File: src/rtl/fifo_pkg.sv
// Shared FIFO constants and types, used by the FIFO controller and its register-file/display responder.
package fifo_pkg;
    localparam int FIFO_DEPTH = 8;
    localparam int FIFO_AW    = 3;
    localparam int FIFO_DW    = 4;

    typedef logic [FIFO_AW-1:0] fifo_addr_t;
    typedef logic [FIFO_DW-1:0] fifo_data_t;
endpackage

File: src/rtl/fifo_rf_display_scan_prescaler.sv
// Digit-scan prescaler: div_cnt counts 0..DIV-1 and tick marks the last count of each period.
module scan_prescaler #(
    parameter int DIV = 100000
) (
    input  logic clk,
    input  logic rst,
    output logic tick
);
    localparam int CW = (DIV > 1) ? $clog2(DIV) : 1;

    logic [CW-1:0] div_cnt;

    // With DIV=1 the counter is pinned at 0, so tick is high every cycle.
    assign tick = (div_cnt == CW'(DIV - 1));

    always_ff @(posedge clk) begin
        if (rst)
            div_cnt <= '0;
        else if (tick)
            div_cnt <= '0;
        else
            div_cnt <= div_cnt + 1'b1;
    end
endmodule

File: src/rtl/fifo_rf_display.sv
// FIFO register-file storage with a scanned 8-digit hex display of all entries.
// Build option: define RF_WRITE_FORWARD_EN to bypass same-cycle write data onto rd.
module fifo_rf_display
    import fifo_pkg::*;
#(
    parameter int DEPTH    = FIFO_DEPTH,
    parameter int AW       = FIFO_AW,
    parameter int DW       = FIFO_DW,
    parameter int SCAN_DIV = 100000
) (
    input  logic             clk,
    input  logic             rst,
    input  logic [AW-1:0]    ra,
    output logic [DW-1:0]    rd,
    input  logic [AW-1:0]    wa,
    input  logic [DW-1:0]    wd,
    input  logic             we,
    input  logic [DEPTH-1:0] valid,
    output logic [DEPTH-1:0] an_n,
    output logic [DW-1:0]    seg_hex,
    output logic             dp_n
);
    logic [DW-1:0]    mem [DEPTH];
    logic [AW-1:0]    scan_idx;
    logic             tick;
    logic [DEPTH-1:0] an_n_p0;
    logic [DW-1:0]    seg_hex_p0;
    logic             dp_n_p0;

    function automatic logic [DEPTH-1:0] digit_onehot(input logic [AW-1:0] idx);
        logic [DEPTH-1:0] sel;
        sel      = '0;
        sel[idx] = 1'b1;
        return sel;
    endfunction

    // Reset wins over a write presented in the same cycle.
    always_ff @(posedge clk) begin
        if (rst) begin
            for (int i = 0; i < DEPTH; i++)
                mem[i] <= '0;
        end else if (we) begin
            mem[wa] <= wd;
        end
    end

`ifdef RF_WRITE_FORWARD_EN
    assign rd = (we && !rst && (wa == ra)) ? wd : mem[ra];
`else
    assign rd = mem[ra];
`endif

    scan_prescaler #(.DIV(SCAN_DIV)) u_prescaler (
        .clk  (clk),
        .rst  (rst),
        .tick (tick)
    );

    // DEPTH == 2**AW, so the natural overflow gives the DEPTH-1 -> 0 wrap.
    always_ff @(posedge clk) begin
        if (rst)
            scan_idx <= '0;
        else if (tick)
            scan_idx <= scan_idx + 1'b1;
    end

    // p0: digit decode from the current scan position
    always_comb begin
        an_n_p0    = valid[scan_idx] ? ~digit_onehot(scan_idx) : '1;
        seg_hex_p0 = mem[scan_idx];
        dp_n_p0    = ~(valid[scan_idx] && (scan_idx == ra));
    end

    // p1: registered display outputs
    always_ff @(posedge clk) begin
        if (rst) begin
            an_n    <= '1;
            seg_hex <= '0;
            dp_n    <= 1'b1;
        end else begin
            an_n    <= an_n_p0;
            seg_hex <= seg_hex_p0;
            dp_n    <= dp_n_p0;
        end
    end
endmodule

File: config.mk
export PLATFORM = sky130hd
export DESIGN_NAME = fifo_rf_display
export DESIGN_NICKNAME = d
export VERILOG_FILES = /design/src/rtl/fifo_pkg.sv /design/src/rtl/fifo_rf_display_scan_prescaler.sv /design/src/rtl/fifo_rf_display.sv
export SDC_FILE = /design/constraint.sdc
export NUM_CORES = 1
export LEC_CHECK = 0
export ABC_CLOCK_PERIOD_IN_PS = 4600
export CAP_MARGIN = 30
export CORE_MARGIN = 3
export CORE_UTILIZATION = 50
export CTS_BUF_LIST = sky130_fd_sc_hd__clkbuf_4
export DETAILED_ROUTE_END_ITERATION = 6
export PLACE_DENSITY = 0.84
export REMOVE_ABC_BUFFERS = 1
export SLEW_MARGIN = 15
export SYNTH_ARGS = -nofsm -noshare
export SYNTH_HDL_FRONTEND = slang
export SYNTH_SLANG_ARGS = --single-unit
File: constraint.sdc
create_clock -name clk -period 4.6 [get_ports clk]
set_input_delay 0.92 -clock clk [delete_from_list [all_inputs] [get_ports clk]]
set_output_delay 0.92 -clock clk [all_outputs]
set_load 0.005 [all_outputs]
# Word level (Yosys, flattened, before mapping)
# Memory sizes are Yosys's and may differ from the RTL's. A register that Yosys moved wholly into a read port is not among the register bits.
# Cells that the tools add are included.
[word_totals]
ram_bits = 32
word_cells = 31
memories = 1
input_bits = 21
out_inout_bits = 17
register_bits = 29
[memory_table]
columns = ["memory", "words", "width", "read_ports", "rd_clocked_by_memory_dff", "write_ports", "line", "text"]
rows = [
  ["mem", 8, 4, 2, 1, 8, "fifo_rf_display.sv:23", "logic [DW-1:0] mem [DEPTH];"],
]
[op_classes]
addsub = 2
eq_ne = 2
n_reduce_logical = 5
n_lt_le_gt_ge = 2
bitwise_logic = 3
mux = 12
[op_table]
columns = ["operator", "n"]
rows = [
  ["$add 17x1->17 const B", 1],
  ["$eq 17x17->1 const B", 1],
  ["$mux 1", 8],
  ["$not 8->8", 1],
  ["$lt 3x4->1 const B", 1],
  ["$mux 4", 1],
  ["$reduce_or 2->1", 2],
  ["$reduce_or 4->1", 1],
  ["$add 3x1->3 const B", 1],
  ["$bmux 1 s3", 1],
  ["$demux 1 s3", 1],
  ["$eq 3x3->1", 1],
  ["$ge 3x1->1 const B", 1],
  ["$mux 3", 1],
  ["$logic_and 1x1->1", 2],
  ["$not 1->1", 2],
]

# Logic depth before layout (Yosys ltp)
# Gate-level depths: netlist (run 1).
[logic_depth]
depth_word = 5
depth_mapped = 6
ltp_nobuf = 5

# Hierarchy
# Synthesis (run 1) repeated with hierarchy kept, for this count alone.
[unflattened]
cells_unflattened = 287
hier_area_um2 = 3226.8
[modules_own_cells]
columns = ["module", "instances", "seq_area_each_um2", "area_per_inst_um2", "cells_per_inst"]
rows = [
  ["fifo_rf_display", 1, 1281.2, 2429.8, 199],
  ["scan_prescaler", 1, 340.3, 797.0, 88],
]

# Least setup slack after synthesis (run 1)
# OpenSTA, ideal clock, no wires.
[synth_timing]
path_kind = "input port to output port"
startpoint = "in ra[0]"
endpoint = "out rd[0]"
arrival_time_ns = 1.954
path_buffers = 1
setup_slack_ns = 1.726
required_time_ns = 3.680
cell_stages = 3
cell_sequence = "buf_2 > mux4_2 > mux2_2"
[synth_between]
elab_chain_len = 1
[synth_lines]
columns = ["item", "line", "text"]
rows = [
  ["start: declaration", "fifo_rf_display.sv:13", "input logic [AW-1:0] ra,"],
  ["$mem_v2 8x4", "n/a", ""],
  ["end: declaration", "fifo_rf_display.sv:14", "output logic [DW-1:0] rd,"],
]
# No other way between the ends.

# Final worst setup path (run 1)
# Ends and elaborated chain as after synthesis.

==> impl_results.md, run 1 <==
- Maximum VDD drop: 0.1757 mV
- Drt first pass iters: 4
- Cell internal pwr: 904.8 uW
- Antenna Diode Count: 0
- Largest cells by area after synthesis: edfxtp_1 30%, dfxtp_1 21%, mux4_2 7.1%
- Pre-CTS setup slack: 0.5893 ns
- Final GP Congestion: 0.8477
- Rows: 28
- WP data required: 3.68 ns
- DRC errors left: 0
- Top cell by count, worst path: clkdlybuf4s50_1
- Die Area: 0.007378 mm2
- Unrepaired setup endpoints after global routing: no
- Number of synthesized register bits: 65
- Fin crit period: 3.972 ns
- Latest clock arrival within the worst-skew pair: 0.39 ns
- Mapped Cells: 285
- Post-route insts no fill: 402
- DRT antenna net count: 0
- H-tree levels: 3
- Synth async-reset ratio: 0
- Total power: 1169 uW
- Most used DFF post-synth: dfxtp_1
- I/O pins: 38
- Detailed Route Iter0 Violations: 109
- Filler cell count: 512
- Worst Setup Slack, final: 0.6284 ns
- Number of flops mapped to enable cells by yosys: 32
- Avg Vias per Cell: 5.672
- TritonCTS Buffers: 9
- Core ar.: 0.006061 mm2
- Hold Path Class: reg2reg
- GRT Total Usage: 0.1929
- Synth area leader: edfxtp_1
- # nets final: 345
- PD cells: 310.1 mW/mm2
- Slew HR: 0.4003
- Final setup viols: 0
- Worst-path maximum fanout: 9
- DP Wirelength: 4.768 mm
- Post-synth cell types: 44
- Yosys warnings: 0
- Mapped Area: 0.003192 mm2
- R2R setup slack: 2.71 ns
- Fmax: 251.8 MHz
- Net Sw Power: 263.7 uW
- Vias in the first global route: 2318
- Period utilisation layout: 0.8634
- Comb pwr share: 0.087
- Seq/Total Area, Yosys: 0.5080
- CTS Sinks: 65
- Gates resized, CTS repair: 0
- Max_cap viols: 0
- Worst-case clock buffer depth: 2
- Crit. End Element: output port
- CTS tree: done
- Reg clk slew, reported paths: 0.11 ns
- Seq pwr share: 0.555
- Hold Buf Count CTS: 0
- Area grow syn2layout: 18.07%
- Synth Area per Inst: 11.20 um2
- Drt total wl: 6.650 mm
- Clock power share: 0.358
- Lkg Pwr: 0.001279 uW
- Critical Path, Cell by Cell: clkdlybuf4s50_1 -> mux4_2 -> mux2_2 -> clkdlybuf4s50_1
- Remaining global-route overflow: 0
- Critical Path Slowest Stage Cell: clkdlybuf4s50_1
- Slew @ Worst Pin: 0.8983 ns
- WL/cell: 16.54 um
- Util after Layout: 0.6218
- CP Launch Type: primary input
- IO buf count: 37
- Die Wd: 85.90 um
- Initial core utilization: 0.5266
- Yosys top cell area share: 0.3011
- Clock Skew: 0.01130 ns
- Placed cell count: 385
- Most frequent cells in the layout: 37 x clkdlybuf4s50_1, 33 x dfxtp_1, 32 x and2_1, 32 x edfxtp_1, 29 x nor2_1
- Setup Buffers After CTS: 0
- Worst path max stage delay: 0.81 ns
- Most common cell after layout, fill and taps aside: clkdlybuf4s50_1
- Layout cells sized above 1: 0.1498
- Crit Path Class: in2out
- Initial antenna violation count: 0
- Sum Neg Setup Slack: 0 ns
- Worst Path Arrival: 3.05 ns
- Net Sw Frac: 0.2257
- Final hold viol count: 0
- Slew Viols, Final: 0
- Die Y-Extent: 85.90 um
- Largest net degree at the start of global routing: 27
- Clock root cell: clkbuf_4
- Via count: 2280
- Run status: finished, final reports clean
- First-pass GRT wire length: 10.99 mm
[metrics by stage]
step | hold WS (ns) | instance area (um2)
floorplan | 0.4529 | 3129
global placement | 0.4778 | 3601
detailed placement | 0.5058 | 3601
CTS | 0.5315 | 3754
global route | 0.5885 | 3769
finish | 0.5227 | 3769
[area by class of cell]
class / instances / area [um2] / share of cell area
well taps: 75 / 93.84 / 0.02490
inverters: 3 / 11.26 / 0.002988
clock buffers: 9 / 67.56 / 0.01793
flip-flops and latches: 65 / 1622 / 0.4303
multi-input cells: 204 / 1496 / 0.3971
repair buffers: 39 / 392.9 / 0.1042
clock inverters: 7 / 85.08 / 0.02258
[sequential cells by signal (all words and copies together), names as in the netlist]
name,cells
mem,32
an_n,8
u_prescaler.div_cnt,17
scan_idx,3
dp_n,1
seg_hex,4
[synth_stat cells (6+ instances only)]
master and number:
mux4_2 10, nand3_1 16, o21ai_0 7, nand4_1 8, nor2_1 29, nor4_1 6
dfxtp_1 33, and2_1 32, xnor2_1 10, mux2i_1 10, mux2_2 7, nand2_1 8
xor2_1 8, edfxtp_1 32, nor2b_1 8, or2_2 8
[final timing paths]
kind                          startpoint                endpoint  depth (start not counted)
hold / removal    u_prescaler.div_cnt[0]  u_prescaler.div_cnt[0]                          1
hold reg to reg   u_prescaler.div_cnt[0]  u_prescaler.div_cnt[0]                          1
setup / recovery                   ra[0]                   rd[0]                          4
setup reg to reg             scan_idx[0]              seg_hex[2]                          3
[per-layer routing]
layer | wire [um] | vias to the layer above | GRT usage
met5 | 0 | - | 0
met4 | 166 | 0 | 0.09496
met3 | 272 | 18 | 0.04227
met2 | 3385 | 62 | 0.3280
met1 | 2826 | 1096 | 0.2300
li1 | - | 1104 | -
[critical path, delay by kind of cell]
family | cells | cell delay (ns)
muxes | 2 | 0.86
buffers and inverters | 2 | 1.27
[cell families after synthesis]
group                    synth area share
flip-flops                         0.5080
multiplexers                       0.1349
buffers and inverters             0.02312
adder cells (fa/ha/maj)          0.007839
XOR/XNOR                          0.04939
AND/OR/NAND/NOR                    0.2446
AO/OA/AOI/OAI                     0.03214
[power groups by stage]
stage	logic [uW]	clock network [uW]	registers, uW
after floorplan	48.9	0	651
after detailed placement	102	0	661
after global placement	98.3	0	661
after global routing	111	454	650
final	102	419	648
after CTS	103	424	648
Note: power is estimated with default switching activity, not from simulation.
==> inputs of run 2 (changes only) <==
--- a/config.mk
+++ b/config.mk
@@ -11,9 +11,11 @@
 export CORE_UTILIZATION = 50
 export CTS_BUF_LIST = sky130_fd_sc_hd__clkbuf_4
 export DETAILED_ROUTE_END_ITERATION = 6
+export GPL_ROUTABILITY_DRIVEN = 1
 export PLACE_DENSITY = 0.84
 export REMOVE_ABC_BUFFERS = 1
 export SLEW_MARGIN = 15
 export SYNTH_ARGS = -nofsm -noshare
 export SYNTH_HDL_FRONTEND = slang
+export SYNTH_HIERARCHICAL = 1
 export SYNTH_SLANG_ARGS = --single-unit
==> run 2 against run 1 <==
Sequential power hardly changed. Final cell count stayed put. Sequential share of layout area hardly changed. Highest routed layer unchanged. First-iteration DRC count is 35% higher. Combinational power is 4% lower. Critical endpoint is now rd[3]. Flip-flop and latch count stayed put. Register-to-register slack better by 0.19 ns. Critical path type unchanged.
==> impl_results.md, run 2 <==
- Die Area: 0.007454 mm2 (+1.0%)
- Lkg Pwr: 0.001313 uW (+2.7%)
- Initial antenna violation count: 0 (unchanged)
- Setup Buffers After CTS: 0 (unchanged)
- Synth Area per Inst: 11.24 um2 (+0.39%)
- Register with the most flip-flops: mem
- Slew @ Worst Pin: 0.8027 ns (-0.09558 ns)
- DRT antenna net count: 0 (unchanged)
- Hold slack: 0.4808 ns (-0.04188 ns)
- Die Y-Extent: 86.34 um (+0.51%)
- Antenna Diode Count: 0 (unchanged)
- CTS Sinks: 65 (unchanged)
- Post-route insts no fill: 402 (unchanged)
- Most frequent cells in the layout: 37 x clkdlybuf4s50_1, 34 x nor2_1, 33 x dfxtp_1, 32 x and2_1, 32 x edfxtp_1
- Post-synth cell types: 45 (+2.3%)
- Most used DFF post-synth: dfxtp_1
- Maximum VDD drop: 0.2349 mV (+34%)
- CP Launch Type: primary input
- I/O pins: 38 (unchanged)
- Sequential cell area: 0.001622 mm2 (unchanged)
- WL/cell: 16.14 um (-2.4%)
- TritonCTS Buffers: 9 (unchanged)
- Slew Viols, Final: 0 (unchanged)
- Area grow syn2layout: 16.71%
- Critical Path Slowest Stage Cell: clkdlybuf4s50_1
- Hold Path Class: reg2reg
- Via count: 2297 (+0.75%)
- Unrepaired setup endpoints after global routing: no
- Period utilisation layout: 0.8625 (about the same)
- Drt first pass iters: 5 (+1)
- Initial core utilization: 0.5294 (+0.002721)
- Rows: 28 (unchanged)
- Clock Skew: 0.01404 ns (+0.002740 ns)
- Largest net degree at the start of global routing: 22 (-19%)
- Seq/Total Area, Yosys: 0.5025 (-0.005516)
- Synth async-reset ratio: 0 (unchanged)
- Max_cap viols: 0 (unchanged)
- Largest registers: mem (32), u_prescaler/div_cnt (17), an_n (8)
- Sum Neg Setup Slack: 0 ns (unchanged)
- Gates resized, CTS repair: 0 (unchanged)
- Top cell by count, worst path: clkdlybuf4s50_1
- Worst path max stage delay: 0.76 ns (-0.05 ns)
- CTS tree: done
- Die Wd: 86.34 um (+0.51%)
- Critical Path, Cell by Cell: clkdlybuf4s50_1 -> mux4_1 -> mux2_2 -> clkdlybuf4s50_1
- WP data required: 3.68 ns (about the same)
- Hold Buf Count CTS: 0 (unchanged)
- Final setup viols: 0 (unchanged)
- DRC errors left: 0 (unchanged)
- Reg clk slew, reported paths: 0.09 ns (-0.02 ns)
- Pre-CTS setup slack: 0.6465 ns (+0.05728 ns)
- Worst-path maximum fanout: 9 (unchanged)
- Fmax: 252.0 MHz (+0.10%)
- Final hold viol count: 0 (unchanged)
- Yosys top cell area share: 0.2978 (-0.003269)
- Drt total wl: 6.490 mm (-2.4%)
- Crit Path Class: in2out
- Util after Layout: 0.6178 (-0.003984)
- Most common cell after layout, fill and taps aside: clkdlybuf4s50_1
- Area occupied by multi-input gates: 0.001505 mm2 (+0.58%)
- Crit. End Element: output port
- Largest cells by area after synthesis: edfxtp_1 30%, dfxtp_1 20%, mux4_1 6.5%
- DP Wirelength: 4.850 mm (+1.7%)
- Mapped Cells: 287 (+0.70%)
- Final GP Congestion: 0.9123 (+7.6%)
- Detailed Route Iter0 Violations: 147 (+35%)
- GRT Total Usage: 0.1890 (-0.003884)
- Avg Vias per Cell: 5.714 (+0.75%)
- Top-count cell post-synth: nor2_1
- PD cells: 308.0 mW/mm2 (-0.65%)
- Most frequent cells after synthesis: 34 x nor2_1, 33 x dfxtp_1, 32 x and2_1, 32 x edfxtp_1
- Max FFs per register: 32 (unchanged)
- Vias in the first global route: 2200 (-5.1%)
- Worst-case clock buffer depth: 2 (unchanged)
- Yosys warnings: 6 (+6)
- Clock root cell: clkbuf_4
- Worst Setup Slack, final: 0.6324 ns (+0.003961 ns)
- H-tree levels: 3 (unchanged)
- Number of synthesized register bits: 65 (unchanged)
- Run status: finished, final reports clean
- # nets final: 345 (unchanged)
- Filler cell count: 511 (-0.20%)
- Number of flops mapped to enable cells by yosys: 32 (unchanged)
- Worst Path Arrival: 3.05 ns (about the same)
- Layout cells sized above 1: 0.1070 (-0.04281)
- Synth area leader: edfxtp_1
- Core ar.: 0.006096 mm2 (+0.58%)
- Latest clock arrival within the worst-skew pair: 0.41 ns (+0.02 ns)
- First-pass GRT wire length: 10.63 mm (-3.3%)
- Placed cell count: 386 (+0.26%)
- Mapped Area: 0.003227 mm2 (+1.1%)
- Remaining global-route overflow: 0 (unchanged)
- Fin crit period: 3.968 ns (-0.003961 ns)
- IO buf count: 37 (unchanged)
- Slew HR: 0.4641 (+0.06381)
## run 2: critical path: cells and delay by family
kind | cells | cell delay (ns)
multiplexers | 2 | 0.91
buffers and inverters | 2 | 1.21
## run 2: logic make-up after synthesis
kind of cell / Yosys count / share of synthesized area
adders and majority gates: 2 / 0.007754
AOI/OAI and AO/OA: 21 / 0.04304
muxes: 27 / 0.1299
buffers and inverters: 16 / 0.03102
DFF: 65 / 0.5025
xor gates and xnor gates: 18 / 0.04886
and+or+nand+nor: 138 / 0.2369
## run 2: worst paths after layout
path | from | slack [ns] | to | cells past startpoint
setup / recovery | ra[0] | 0.63 | rd[3] | 4
hold / removal | u_prescaler/div_cnt[0] | 0.48 | u_prescaler/div_cnt[0] | 1
setup reg to reg | u_prescaler/div_cnt[0] | 2.90 | scan_idx[2] | 7
hold reg to reg | u_prescaler/div_cnt[0] | 0.48 | u_prescaler/div_cnt[0] | 1
## run 2: final cells by class
| cell class | count | area share |
|---|---|---|
| well taps | 75 | 0.02492 |
| repair buffers | 38 | 0.1023 |
| clock buffers | 9 | 0.01794 |
| inverters | 2 | 0.001993 |
| multi-input cells | 206 | 0.3997 |
| clock inverters | 7 | 0.02259 |
| flip-flops and latches | 65 | 0.4306 |
## run 2: per-layer routing
layer / track usage / vias up / wire (um)
met1: 0.2279 / 1079 / 2695
met5: 0 / - / 0
li1: - / 1124 / -
met4: 0.06657 / 0 / 154
met3: 0.06559 / 16 / 397
met2: 0.3143 / 78 / 3243
## run 2: power breakdown
part,internal [uW],total (uW),switching [uW]
Combinational,57.1,97.9,40.9
Clock,215,415,200
Sequential,630,648,17.5
Total,902,1160,258
## run 2: per-stage QoR
| step | cell area [um2] | total power (uW) |
|---|---|---|
| floorplan | 3134 | 697.3 |
| global placement | 3598 | 754.6 |
| detailed placement | 3613 | 758.6 |
| CTS | 3766 | 1166 |
| global route | 3766 | 1202 |
| finish | 3766 | 1160 |
